### src/rtl/fifo_drain_pkg.sv
// Shared constants and helpers for the FIFO read-side drain block.
package fifo_drain_pkg;

  localparam int DEF_WIDTH  = 45;
  localparam int FIFO_DEPTH = 32;
  localparam int DEF_CNTW   = 16;

  typedef logic [1:0] occ_t;

  // A new pop is allowed only if every word already owed to the buffer still fits after this cycle's transfer.
  function automatic logic rd_allowed(occ_t occ, logic inflight, logic xfer);
    logic [2:0] pending;
    pending = {1'b0, occ} + {2'b00, inflight} - {2'b00, xfer};
    return pending < 3'd2;
  endfunction

endpackage

### src/rtl/fifo_drain_if.sv
// FIFO read port plus downstream push/stop port of the drain block.
interface fifo_drain_if
  import fifo_drain_pkg::*;
#(
  parameter int WIDTH = DEF_WIDTH,
  parameter int CNTW  = DEF_CNTW
);
  logic             fifo_empty;
  logic [WIDTH-1:0] fifo_dout;
  logic             fifo_rd;
  logic             pushout;
  logic             stopin;
  logic [WIDTH-1:0] dout;
  logic [CNTW-1:0]  delivered;

  modport master (
    input  fifo_empty, fifo_dout, stopin,
    output fifo_rd, pushout, dout, delivered
  );

  modport slave (
    output fifo_empty, fifo_dout, stopin,
    input  fifo_rd, pushout, dout, delivered
  );
endinterface

### src/rtl/fifo_drain_skid_buf2.sv
// Two-entry register buffer; entry 0 is always the head and shifts forward on pop.
module skid_buf2
  import fifo_drain_pkg::*;
#(
  parameter int WIDTH = DEF_WIDTH
) (
  input  logic             clk,
  input  logic             reset,
  input  logic             push,
  input  logic [WIDTH-1:0] din,
  input  logic             pop,
  output occ_t             occ,
  output logic [WIDTH-1:0] head
);

  logic [WIDTH-1:0] ent0;
  logic [WIDTH-1:0] ent1;

  always_ff @(posedge clk or negedge reset) begin
    if (!reset) begin
      ent0 <= '0;
      ent1 <= '0;
      occ  <= '0;
    end else begin
      case ({push, pop})
        2'b10: begin
          if (occ == 2'd0) ent0 <= din;
          else             ent1 <= din;
          occ <= occ + 2'd1;
        end
        2'b01: begin
          ent0 <= ent1;
          occ  <= occ - 2'd1;
        end
        2'b11: begin
          // pop only happens with occ != 0, so occ is 1 or 2 here
          if (occ == 2'd1) begin
            ent0 <= din;
          end else begin
            ent0 <= ent1;
            ent1 <= din;
          end
        end
        default: ;
      endcase
    end
  end

  assign head = ent0;

endmodule

### src/rtl/fifo_drain.sv
// Pops the FIFO, absorbs its one-cycle read latency in a skid buffer and
// presents words downstream on a registered push/stop port at full rate.
module fifo_drain
  import fifo_drain_pkg::*;
#(
  parameter int WIDTH = DEF_WIDTH,
  parameter int CNTW  = DEF_CNTW
) (
  input  logic          clk,
  input  logic          reset,
  fifo_drain_if.master  bus
);

  occ_t             occ;
  logic             inflight;
  logic             xfer;
  logic             rd_req;
  logic [WIDTH-1:0] head;
  logic [CNTW-1:0]  delivered;

  assign xfer   = (occ != 2'd0) && !bus.stopin;
  assign rd_req = !bus.fifo_empty && rd_allowed(occ, inflight, xfer);

  // Gate with reset so no pop escapes while state is held cleared.
  assign bus.fifo_rd = rd_req && reset;

  always_ff @(posedge clk or negedge reset) begin
    if (!reset) begin
      inflight  <= 1'b0;
      delivered <= '0;
    end else begin
      inflight <= bus.fifo_rd;
      if (xfer) delivered <= delivered + 1'b1;
    end
  end

  skid_buf2 #(.WIDTH(WIDTH)) u_skid (
    .clk   (clk),
    .reset (reset),
    .push  (inflight),
    .din   (bus.fifo_dout),
    .pop   (xfer),
    .occ   (occ),
    .head  (head)
  );

  assign bus.pushout   = (occ != 2'd0);
  assign bus.dout      = head;
  assign bus.delivered = delivered;

endmodule

### src/flat_wrapper.sv
// flat-port wrapper written by rule: the top's interface ports become plain ports
module fifo_drain_flat import fifo_drain_pkg::*;
#(
  parameter int WIDTH = DEF_WIDTH,
  parameter int CNTW  = DEF_CNTW
)
  (clk, reset, bus_fifo_empty, bus_fifo_dout, bus_stopin, bus_fifo_rd, bus_pushout, bus_dout, bus_delivered);
  fifo_drain_if #(.WIDTH(WIDTH), .CNTW(CNTW)) bus_i ();
  input  logic clk;
  input  logic reset;
  input wire logic [$bits(bus_i.fifo_empty)-1:0] bus_fifo_empty;
  input wire logic [$bits(bus_i.fifo_dout)-1:0] bus_fifo_dout;
  input wire logic [$bits(bus_i.stopin)-1:0] bus_stopin;
  output wire logic [$bits(bus_i.fifo_rd)-1:0] bus_fifo_rd;
  output wire logic [$bits(bus_i.pushout)-1:0] bus_pushout;
  output wire logic [$bits(bus_i.dout)-1:0] bus_dout;
  output wire logic [$bits(bus_i.delivered)-1:0] bus_delivered;
  assign bus_i.fifo_empty = bus_fifo_empty;
  assign bus_i.fifo_dout = bus_fifo_dout;
  assign bus_i.stopin = bus_stopin;
  assign bus_fifo_rd = bus_i.fifo_rd;
  assign bus_pushout = bus_i.pushout;
  assign bus_dout = bus_i.dout;
  assign bus_delivered = bus_i.delivered;
  fifo_drain #(.WIDTH(WIDTH), .CNTW(CNTW)) u_core (.clk(clk), .reset(reset), .bus(bus_i));
endmodule
### config.mk
export PLATFORM = sky130hd
export DESIGN_NAME = fifo_drain_flat
export DESIGN_NICKNAME = d
export VERILOG_FILES = /design/src/rtl/fifo_drain_pkg.sv /design/src/rtl/fifo_drain_if.sv /design/src/rtl/fifo_drain_skid_buf2.sv /design/src/rtl/fifo_drain.sv /design/src/flat_wrapper.sv
export SDC_FILE = /design/constraint.sdc
export NUM_CORES = 1
export LEC_CHECK = 0
export ABC_AREA = 1
export BUFFER_PORTS_ARGS = -buffer_cell sky130_fd_sc_hd__buf_4
export CORE_MARGIN = 3
export CORE_UTILIZATION = 59
export DETAILED_ROUTE_END_ITERATION = 12
export GPL_TIMING_DRIVEN = 1
export PLACE_DENSITY = 0.85
export SLEW_MARGIN = 15
export SYNTH_ARGS = -nofsm -noshare
export SYNTH_HDL_FRONTEND = slang
export SYNTH_HIERARCHICAL = 1
export SYNTH_SLANG_ARGS = --single-unit
### constraint.sdc
create_clock -name clk -period 4.3 [get_ports clk]
set_input_delay 0.215 -clock clk [delete_from_list [all_inputs] [get_ports clk]]
set_output_delay 0.215 -clock clk [all_outputs]
set_load 0.02 [all_outputs]
After elaboration in Yosys (flattened, before gate mapping)
Cells that the tools add are included.
- register bits after elaboration: 109
- output and inout bits: 63
- add/subtract/negate cells: 5
- $lt $le $gt $ge: 1
- eq/ne operators: 7
- muxes and demuxes: 7
- reduce and logical (&&, ||, !) cells: 12
- operators with widths (cell ; count):
    two-way mux 45 bit ; 4
    one-hot mux 45 bit (3 select lines) ; 1
    one-hot mux 45 bit (2 select lines) ; 1
    adder 16 x 1 -> 16 bit (second input constant) ; 1
    != test 2 bit (second input constant) ; 3
    nonzero test 2 bit ; 3
    == test 2 x 1 -> 1 bit (second input constant) ; 2
    == test 2 bit (second input constant) ; 2
    one-hot mux 2 bit (2 select lines) ; 1
    adder 2 x 1 -> 3 bit ; 1
    logical AND 1 bit ; 3
    less-than comparator 3 x 2 -> 1 bit (second input constant) ; 1
    AND reduction 3 bit ; 1
    nonzero test 3 bit ; 1
    subtractor 3 x 1 -> 3 bit ; 1
    adder 2 x 1 -> 2 bit (second input constant) ; 1
    logical NOT 1 bit ; 2
    logical NOT 2 bit ; 1
    AND reduction 2 bit ; 1
    subtractor 2 x 1 -> 2 bit (second input constant) ; 1

Logic depth before layout (Yosys ltp)
Gate-level depths: netlist (run 1).
- word-level depth: 6
- gate-level depth with buffers: 11

Cells and area by module
The synthesis (run 1) kept the hierarchy.
- by module, submodules not included (module ; instances ; cells an instance ; area each (um^2)):
    skid_buf2 ; 1 ; 561 ; 4394.2
    fifo_drain ; 1 ; 98 ; 910.9

Least setup slack after synthesis (run 1)
OpenSTA, ideal clock, no wires.
- kind: register to output
- from: reg u_core.u_skid.occ[0]
- to: out bus_fifo_rd
- data arrival time: 2.204 ns
- setup slack: 1.881 ns
- cell stages (with the launch flop): 9
- cell sequence: dfrtp_1 -> nor2_2 -> nor2_4 -> ha_1 -> inv_1 -> nand2_1 -> fa_1 -> nand2_1 -> nor3_1
- cells in the longest elaborated chain, start to end: 6
- elaborated cells on any way between the ends: 7
- those cells by class: add/sub (2); order compare (1); reduce/logical (4)
- RTL lines (item ; RTL line ; text):
    from (decl) ; fifo_drain_skid_buf2.sv:12 ; output occ_t occ,
    from (signal assigned) ; fifo_drain_skid_buf2.sv:29 ; occ <= occ + 2'd1;
    from (signal assigned) ; fifo_drain_skid_buf2.sv:33 ; occ <= occ - 2'd1;
    nonzero test 2 bit ; fifo_drain.sv:21 ; assign xfer = (occ != 2'd0) && !bus.stopin;
    logical AND 1 bit ; fifo_drain.sv:21 ;
    net u_core.xfer ; fifo_drain.sv:16 ; logic xfer;
    subtractor 3 x 1 -> 3 bit ; fifo_drain_pkg.sv:13 ; pending = {1'b0, occ} + {2'b00, inflight} - {2'b00, xfer};
    less-than comparator 3 x 2 -> 1 bit ; fifo_drain_pkg.sv:14 ; return pending < 3'd2;
    logical AND 1 bit ; fifo_drain.sv:22 ; assign rd_req = !bus.fifo_empty && rd_allowed(occ, inflight, xfer);
    logical AND 1 bit ; fifo_drain.sv:25 ; assign bus.fifo_rd = rd_req && reset;
    to (decl) ; flat_wrapper.sv:14 ; output wire logic [$bits(bus_i.fifo_rd)-1:0] bus_fifo_rd;
The timed path passes the listed nets, and every way through them passes these cells.

Final worst setup path (run 1)
- from: reg u_core.u_skid.occ[0]
- to: reg u_core.u_skid.ent0[9] (netlist: u_core/u_skid/head[9])
- cells in the longest elaborated chain, start to end: 5
- elaborated cells on any way between the ends: 12
- those cells by class: eq/ne (5); mux (2); reduce/logical (5)
- RTL lines (item ; RTL line ; text):
    nonzero test 2 bit * ; fifo_drain.sv:21 ;
    logical AND 1 bit * ; fifo_drain.sv:21 ;
    net u_core.xfer ; fifo_drain.sv:16 ;
    == test 2 bit / == test 2 x 1 -> 1 bit (equally long branches) ; fifo_drain_skid_buf2.sv:25 ; case ({push, pop})
    != test 2 bit (no source line) / nonzero test 3 bit (equally long branches) ; - ;
    AND reduction 2 bit (no source line) ; - ;
    to (signal assigned) ; fifo_drain_skid_buf2.sv:27 ; if (occ == 2'd0) ent0 <= din;
    to (signal assigned) ; fifo_drain_skid_buf2.sv:32 ; ent0 <= ent1;
    to (signal assigned) ; fifo_drain_skid_buf2.sv:38 ; ent0 <= din;
    to (decl) ; fifo_drain_skid_buf2.sv:16 ; logic [WIDTH-1:0] ent0;
The timed path passes the listed nets; every way through them passes the cells marked *.
A chain may end at the register's enable or synchronous reset.

==> results of run 1 <==
## cell usage in the layout, fill, tap and decap left out, drive strengths merged, types with 2 or more instances in the layout
master,n
buf,114
clkbuf,12
clkinv,2
dfrtp,109
ha,8
inv,20
nand2,355
nand3,94
nand3b,3
nand4,3
nor2,15
nor3,3
o21ai,2
xnor2,7
xor2,6
## per-layer routing
layer  wire length [um]  GRT usage [%]  part of all wire, %  vias to the layer above
li1                   -              -                    -                     2243
met1               5140           34.4                   41                     2231
met2               6300           42.6                   50                      170
met3                942           5.61                  7.5                       15
met4                120           6.22                 0.96                        0
met5                  0              0                    0                        -
## registers in the layout, indices dropped and copies added, names as in the netlist
| register | cells |
|---|---|
| u_core/inflight | 1 |
| u_core/u_skid/ent1 | 45 |
| u_core/u_skid/head | 45 |
| u_core/u_skid/occ | 2 |
| u_core/bus.delivered | 16 |
## power by group through the flow
stage / Clock, mW / Sequential (mW) / Combinational [mW]
floorplan: 0 / 1.95 / 1.27
global placement: 0 / 1.71 / 2.04
detailed placement: 0 / 1.74 / 2.11
CTS: 0.618 / 1.72 / 2.12
global route: 0.660 / 1.78 / 2.38
finish: 0.602 / 1.72 / 2.13
## final timing paths
check | cells past startpoint | startpoint | to
worst max-delay path | 10 | u_core/u_skid/occ[0] | u_core/u_skid/head[9]
worst min-delay path | 2 | bus_fifo_empty | u_core/inflight
worst max register to register | 10 | u_core/u_skid/occ[0] | u_core/u_skid/head[9]
worst min register to register | 2 | u_core/u_skid/ent1[4] | u_core/u_skid/ent1[4]
max in group asynchronous | 3 | reset | u_core/u_skid/ent1[42]
min in group asynchronous | 2 | reset | u_core/u_skid/head[0]
## per-stage QoR
stage	power (mW)	util [%]
3_3_place_gp	3.76	71.5
4_1_cts	4.46	73.9
3_5_place_dp	3.85	71.5
5_1_grt	4.82	74.2
2_1_floorplan	3.21	-
6_report	4.45	74.2
## cell families after synthesis
family	after synthesis	synth area share (%)
adders and majority gates	9	2.26
buffers and inverters	52	5.78
DFF	109	51.4
AOI/OAI and AO/OA	2	0.401
and+or+nand+nor	473	37.8
xor gates and xnor gates	13	2.15
muxes	1	0.212
## timing repair
action / 4_1_cts / 5_1_grt
resized for setup: 0 / 0
hold buffers: 1 / 0
hold endpoints to repair: 53 / 0
endpoints found under the setup margin: 0 / 0
## synthesized netlist by cell type
library cell,number
o21ai_4,1
clkbuf_1,1
buf_4,1
o21ai_0,1
buf_6,11
inv_2,2
nor2_2,3
inv_1,17
nand3_1,93
xor2_1,6
nor2_4,4
nand2_1,348
buf_2,20
ha_1,8
nand3_2,1
mux2_2,1
nor2_1,8
nand2_2,3
nand2_4,3
nor3_1,3
nand3b_1,3
xnor2_1,7
dfrtp_1,109
nand2_8,1
nand4_1,3
fa_1,1
## final cells by class
type	count	share of cell area, %
Sequential cell	109	43.5
Multi-Input combinational cell	498	36.2
Timing Repair Buffer	115	14.0
Clock buffer	12	2.63
Tap cell	105	2.09
Inverter	19	1.14
Clock inverter	4	0.478
==> results.ini, run 1 <==
[run_status]
status=finished, final reports clean

[placement]
place_area_um2=6050
dp_cells=844
dp_slack_ns=1.08
numPortBuffers=111
gp_congestion=0.778
dpl.hpwl_um=8300

[grt]
grt_max_degree=57
antenna_found_initial=0
overflow=0
grt_first_pass_wirelength_um=21100
grt_util_all_layers_pct=25.6
grt_pass1_vias=4458

[worst_setup_path]
cp-end-kind=flop
crit_chain=nor2_2 -> nor2_4 -> inv_1 -> ha_1 -> nand2_2 -> buf_4 -> nand2_4 -> inv_2 -> nand2_1 -> nand2_1
critPathTopFamily=buffers and inverters
slowest_delay_ns=0.69
start_kind=flop
r2r_setup_slack_ns=1.12
slowest_stage=inv_2
crit_arrival_ns=3.48
crit_top_cell=nand2_1
worst-path-buf-inv=3
crit_fanout=47
crit_type=reg -> reg
required_ns=4.59

[routing]
routed_via_density=5.40
drcViolationCount=0
avgRoutedWirePerCell_um=14.5
finalWirelength_um=12500
drtPass1Iterations=5
drtAntennaViolNets=0
drtIter0Drc=399
vias=4659

[job]
drv_cap=0

[logic_synthesis]
ys_warn_count=6
yosys.area.top_type=dfrtp_1
yosysSeqAreaShare_pct=51.4
syn-mean-instance-area_um2=8.05
synth_seq_cells=109
syn_inst=659
syn-num-nets=717
synthTopCellsByArea=dfrtp_1 51%, nand2_1 25%, nand3_1 8.8%
yosysTopAreaCellShare_pct=51.4
syn-cell-area_um2=5310
yosysUniqueCellTypes=26

[timing]
grt_setup_unrepaired=no
period_share_pct=74.1
holdWs_ns=0.0202
drv_slew=0
setup_viol_count_final=0
finalCriticalPeriod_ns=3.18
timing.setup.tns_ns=0
hold_viol=0
max_freq_mhz=314
postLayoutSetupSlackWorst_ns=1.12
relSlewSlack_pct=38.3
tightest_slew_ns=0.922
skew_ns=0.0127

[clock_network]
cts.root.buffer_cell=clkbuf_8
cts_buffers=9
post_cts_buffers=0
clkTransAtPathRegs_ns=0.09
worstSkewPairLatency_ns=0.37
clk_path_buf_depth=2
htree_num_levels=3
cts_tree=done
cts_num_sinks=109

[floorplan]
core-area_um2=8460
rows=33
die_w_um=101
io_pins=112
initial_utilization_pct=62.7
dieHeight_um=101
die_area_um2=10200

[power]
power_frac_comb_pct=47.8
ir_worst_vdd_v=0.000506
internal_power_mw=2.48
power.switching_mw=1.97
swShare_pct=44.2
pwr-share-seq_pct=38.7
leakage_nw=3.54
pwr-share-clk_pct=13.5
p_per_area_nw_per_um2=709

[cells_and_area]
fillCellCount=653
num_antenna_cells=0
instances_no_fill=862
syn_to_final_growth_pct=18.3
regArea_um2=2730
drive_above_1_share_pct=19.8
multi_input_area_um2=2270
nets=810
final_area_um2=6280

[worst_hold_path]
hp-class=in -> reg

Note: power is estimated with default switching activity, not from simulation.
==> inputs of run 2 (changes only) <==
--- a/config.mk
+++ b/config.mk
@@ -8,10 +8,10 @@
 export ABC_AREA = 1
 export BUFFER_PORTS_ARGS = -buffer_cell sky130_fd_sc_hd__buf_4
 export CORE_MARGIN = 3
-export CORE_UTILIZATION = 59
+export CORE_UTILIZATION = 49
 export DETAILED_ROUTE_END_ITERATION = 12
 export GPL_TIMING_DRIVEN = 1
-export PLACE_DENSITY = 0.85
+export PLACE_DENSITY = 0.76
 export SLEW_MARGIN = 15
 export SYNTH_ARGS = -nofsm -noshare
 export SYNTH_HDL_FRONTEND = slang
==> constraint.sdc (replaced) <==
create_clock -name clk -period 2.7 [get_ports clk]
set_input_delay 0.135 -clock clk [delete_from_list [all_inputs] [get_ports clk]]
set_output_delay 0.135 -clock clk [all_outputs]
set_load 0.02 [all_outputs]
==> results.ini, run 2 (synthesis gave the netlist of run 1 again) <==
[floorplan]
core-area_um2=10400  ; +23%
die_area_um2=12100  ; +19%
die_w_um=110  ; +9.1%
initial_utilization_pct=50.9  ; -12 points
io_pins=112  ; unchanged
rows=37  ; +12%
dieHeight_um=110  ; +9.1%

[routing]
drtIter0Drc=314  ; -21%
avgRoutedWirePerCell_um=13.8  ; -5.1%
drcViolationCount=0  ; unchanged
routed_via_density=5.12  ; -5.4%
wl_met3_um=1120  ; +18%
highest_layer=met4
dr_wl_met2_um=5850  ; -7.0%
drtAntennaViolNets=0  ; unchanged
m1WireLength_um=5270  ; +2.6%
drtPass1Iterations=6  ; +1
finalWirelength_um=12400  ; -1.0%
vias=4599  ; -1.3%

[cells_and_area]
instances_no_fill=899  ; +4.3%
syn_to_final_growth_pct=21.3
drive_above_1_share_pct=20.3  ; +0.50 points
num_antenna_cells=0  ; unchanged
nets=818  ; +0.99%
final_area_um2=6440  ; +2.5%
finalCoreUtilization_pct=61.8  ; -12 points
final_common_cell=nand2_1
final_cell_mix=347 x nand2_1, 117 x buf_4, 109 x dfrtp_1, 93 x nand3_1, 17 x inv_1

[power]
internal_power_mw=4.18  ; +68%
power.switching_mw=3.11  ; +58%
swShare_pct=42.7  ; -1.5 points
ir_worst_vdd_v=0.000713  ; +41%
power_frac_comb_pct=47.5  ; -0.3 points
pwr-share-seq_pct=37.5  ; -1.2 points
pwr-share-clk_pct=15.0  ; +1.5 points
leakage_nw=3.60  ; +1.7%
p_per_area_nw_per_um2=1130  ; +60%

[timing]
skew_ns=0.0101  ; -0.00258 ns
grt_setup_unrepaired=no
finalCriticalPeriod_ns=2.52
relSlewSlack_pct=50.1  ; +12 points
tightest_slew_ns=0.745  ; -0.177 ns
setup_viol_count_final=0  ; unchanged
period_share_pct=93.4
max_freq_mhz=397
timing.setup.tns_ns=0  ; unchanged
drv_slew=0  ; unchanged
hold_viol=0  ; unchanged

[worst_setup_path]
start_kind=flop
cp-end-kind=output port
crit_type=reg -> out
required_ns=2.57  ; -2.02 ns
crit_arrival_ns=2.39  ; -1.09 ns
crit_fanout=6  ; -87%

[clock_network]
worstSkewPairLatency_ns=0.36  ; about the same
clk_path_buf_depth=2  ; unchanged
clkTransAtPathRegs_ns=0.10  ; about the same
cts_tree=done
cts_num_sinks=109  ; unchanged
post_cts_buffers=0  ; unchanged
cts_buffers=9  ; unchanged
cts.root.buffer_cell=clkbuf_8
htree_num_levels=3  ; unchanged

[grt]
grt_first_pass_wirelength_um=20100  ; -4.7%
overflow=0  ; unchanged
grt_util_all_layers_pct=21.0  ; -4.6 points
antenna_found_initial=0  ; unchanged
grt_max_degree=110  ; +93%
grt_pass1_vias=4295  ; -3.7%

[job]
drv_cap=0  ; unchanged

[run_status]
status=finished, final reports clean

[placement]
dp_cells=882  ; +4.5%
numPortBuffers=111  ; unchanged
place_area_um2=6180  ; +2.1%
dpl.hpwl_um=8250  ; -0.60%
gp_congestion=0.813  ; +4.5%

[worst_hold_path]
hp-class=in -> reg

## run 2: worst paths after layout
kind | from | slack [ns] | to | depth (start not counted)
worst max-delay path | u_core/u_skid/occ[0] | 0.18 | bus_fifo_rd | 9
worst min-delay path | bus_fifo_dout[19] | 0.01 | u_core/u_skid/ent1[19] | 3
worst max register to register | u_core/u_skid/occ[0] | 0.53 | u_core/u_skid/head[14] | 10
worst min register to register | u_core/u_skid/ent1[27] | 0.48 | u_core/u_skid/ent1[27] | 2
max in group asynchronous | reset | 1.86 | u_core/u_skid/ent1[14] | 3
min in group asynchronous | reset | 0.45 | u_core/u_skid/head[34] | 3
## run 2: repair_timing
action	4_1_cts	5_1_grt
hold buffers	3	0
gates resized for setup	0	1
endpoints found under the setup margin	0	1
endpoints found under the hold margin	111	0
## run 2: per-layer routing
layer  vias to the layer above  global-route usage [%]
met5                         -                       0
met4                         0                    5.52
met3                        11                    5.94
met2                       175                    34.8
met1                      2164                    27.1
li1                       2249                       -
## run 2: metrics by stage
stage	hold WS (ns)	power (mW)	worst slack, ns
after floorplan	-0.161	5.12	0.312
after global placement	0.313	6.11	0.592
after detailed placement	0.312	6.23	0.495
after CTS	0.000529	7.34	0.0761
after global routing	0.00114	7.91	0.0172
final	0.0103	7.29	0.179
## run 2: cell type report
class	count	area [um2]
Clock buffer	11	151
Timing Repair Buffer	123	968
Fill cell	907	3980
Multi-Input combinational cell	498	2280
Sequential cell	109	2730
Inverter	19	71.3
Tap cell	136	170
Clock inverter	3	68.8
## run 2: critical path, cell delays in order, from the launching register on
cell and delay, ns:
dfrtp_1 0.47, nor2_2 0.20, nor2_4 0.07, ha_1 0.27
inv_1 0.06, nand2_1 0.07, fa_1 0.49, nand2_1 0.06
nor3_2 0.18, buf_4 0.17
## run 2: power by group through the flow
stage	logic (mW)	registers [mW]	clock network (mW)
6_report	3.46	2.74	1.09
5_1_grt	3.91	2.81	1.19
3_3_place_gp	3.39	2.73	0
3_5_place_dp	3.47	2.76	0
4_1_cts	3.49	2.73	1.12
2_1_floorplan	2.02	3.10	0
==> inputs of run 3 (changes only) <==
--- a/config.mk
+++ b/config.mk
@@ -6,6 +6,7 @@
 export NUM_CORES = 1
 export LEC_CHECK = 0
 export ABC_AREA = 1
+export ABC_CLOCK_PERIOD_IN_PS = 2700
 export BUFFER_PORTS_ARGS = -buffer_cell sky130_fd_sc_hd__buf_4
 export CORE_MARGIN = 3
 export CORE_UTILIZATION = 49
==> constraint.sdc (replaced) <==
create_clock -name clk -period 2.7 [get_ports clk]
set_input_delay 0.405 -clock clk [delete_from_list [all_inputs] [get_ports clk]]
set_output_delay 0.405 -clock clk [all_outputs]
set_load 0.02 [all_outputs]
==> results.ini, run 3 (synthesis gave the netlist of run 1 again) <==
[run_status]
status=finished, final reports clean

[grt]
antenna_found_initial=0  ; unchanged
grt_max_degree=110  ; unchanged
busiest_layer=met2
use_met3_pct=5.01  ; -0.93 points
grt_util_all_layers_pct=21.8  ; +0.83 points
grt.met1_usage_pct=29.0  ; +1.9 points
grt_first_pass_wirelength_um=20900  ; +4.0%
grtUsageMet2_pct=35.8  ; +0.95 points
grt_pass1_vias=4430  ; +3.1%
overflow=0  ; unchanged

[worst_setup_path]
r2r_cells=9  ; -1
start_kind=flop
required_ns=2.30  ; -0.27 ns
crit_top_cell=nor2_4
r2r_setup_slack_ns=0.37  ; -0.16 ns
crit_chain=nor2_4 -> nor2_4 -> ha_4 -> inv_2 -> nand2_2 -> fa_1 -> nand2_1 -> nor3_2 -> buf_4
crit_fanout=2  ; -4
cp-end-kind=output port
slowest_delay_ns=0.53  ; +0.04 ns
slowest_stage=fa_1
crit_arrival_ns=2.26  ; -0.13 ns
crit_type=reg -> out

[clock_network]
clkTransAtPathRegs_ns=0.10  ; about the same
htree_num_levels=3  ; unchanged
cts_buffers=9  ; unchanged
cts.root.buffer_cell=clkbuf_8
cts_num_sinks=109  ; unchanged
clk_path_buf_depth=2  ; unchanged
worstSkewPairLatency_ns=0.36  ; about the same
cts_tree=done

[job]
drv_cap=0  ; unchanged

[timing]
max_freq_mhz=375  ; -5.4%
skew_ns=0.00717  ; -0.00295 ns
relSlewSlack_pct=60.7  ; +11 points
tightest_slew_ns=0.589  ; -0.156 ns
setup_viol_count_final=0  ; unchanged
grt_setup_unrepaired=yes
hold_viol=0  ; unchanged
drv_slew=0  ; unchanged
finalCriticalPeriod_ns=2.67  ; +0.145 ns
period_share_pct=98.7  ; +5.4 points

[routing]
drcViolationCount=0  ; unchanged
drtPass1Iterations=4  ; -2
drtAntennaViolNets=0  ; unchanged
finalWirelength_um=12700  ; +3.1%
avgRoutedWirePerCell_um=14.1  ; +2.8%
drtIter0Drc=298  ; -5.1%
routed_via_density=5.09  ; -0.53%
vias=4585  ; -0.30%

[power]
p_per_area_nw_per_um2=1120  ; -0.89%
ir_worst_vdd_v=0.000732  ; +2.6%
leakage_nw=3.59  ; -0.31%

[floorplan]
rows=37  ; unchanged
io_pins=112  ; unchanged
core-area_um2=10400  ; unchanged
dieHeight_um=110  ; unchanged
die_w_um=110  ; unchanged
die_area_um2=12100  ; unchanged
initial_utilization_pct=50.9  ; unchanged

[cells_and_area]
drive_above_1_share_pct=21.3  ; +0.99 points
final_cell_mix=346 x nand2_1, 119 x buf_4, 107 x dfrtp_1, 93 x nand3_1, 16 x inv_1
num_antenna_cells=0  ; unchanged
syn_to_final_growth_pct=21.0
final_area_um2=6420  ; -0.23%
fillCellCount=939  ; +3.5%
instances_no_fill=901  ; +0.22%
nets=818  ; unchanged
final_common_cell=nand2_1
finalCoreUtilization_pct=61.6  ; -0.14 points

[placement]
dp_cells=882  ; unchanged
numPortBuffers=111  ; unchanged
place_area_um2=6190  ; +0.20%
gp_congestion=0.797  ; -1.9%
dpl.hpwl_um=8370  ; +1.5%

[worst_hold_path]
hp-class=in -> async

## run 3: critical path, delay by kind of cell, from the launching register on
| family | cells | cell delay, ns |
|---|---|---|
| fa+ha+maj | 2 | 0.74 |
| buf+inv | 2 | 0.22 |
| flops | 1 | 0.43 |
| simple gates | 5 | 0.52 |
## run 3: layer usage
metal | routed length, um | share of wire, %
met2 | 6160 | 48
met1 | 5540 | 43
met5 | 0 | 0
met3 | 985 | 7.7
met4 | 62 | 0.49
## run 3: worst paths after layout
kind                                        from                     end
hold / removal                             reset  u_core/u_skid/ent1[20]
hold reg to reg            u_core/u_skid/ent1[9]   u_core/u_skid/ent1[9]
setup reg to reg            u_core/u_skid/occ[1]  u_core/u_skid/ent1[24]
setup / recovery            u_core/u_skid/occ[1]             bus_fifo_rd
min in group clk                  bus_fifo_empty         u_core/inflight
max in group asynchronous                  reset    u_core/u_skid/occ[1]
## run 3: repair_timing
action / in CTS / in global routing
setup buffers: 2 / 1
endpoints found under the setup margin: 1 / 1
hold buffers: 0 / 0
resized for setup: 4 / 3
pin swaps: 0 / 4
cloned: 0 / 0
## run 3: layout make-up
type                            instances  area [um2]  area share (%)
Sequential cell                       109        2730            42.5
Multi-Input combinational cell        498        2300            35.8
Timing Repair Buffer                  123         973            15.2
Inverter                               19        71.3            1.11
Tap cell                              136         170            2.65
Clock buffer                           13         159            2.47
Clock inverter                          3        18.8           0.292
## run 3: per-stage QoR
stage               TNS, ns  setup WS [ns]  power [mW]  hold WS, ns
global route        -0.0735        -0.0735        7.86        0.169
CTS                       0         0.0219        7.24        0.175
finish                    0         0.0342        7.21        0.176
global placement          0          0.344        6.15        0.454
detailed placement        0          0.270        6.27        0.460
floorplan                 0         0.0913        5.12        0.109
## run 3: power by group
part           leakage, nW  internal [mW]  switching, mW
clock               0.0938          0.389          0.527
sequential            1.38           2.32          0.408
combinational         2.11           1.36           2.22
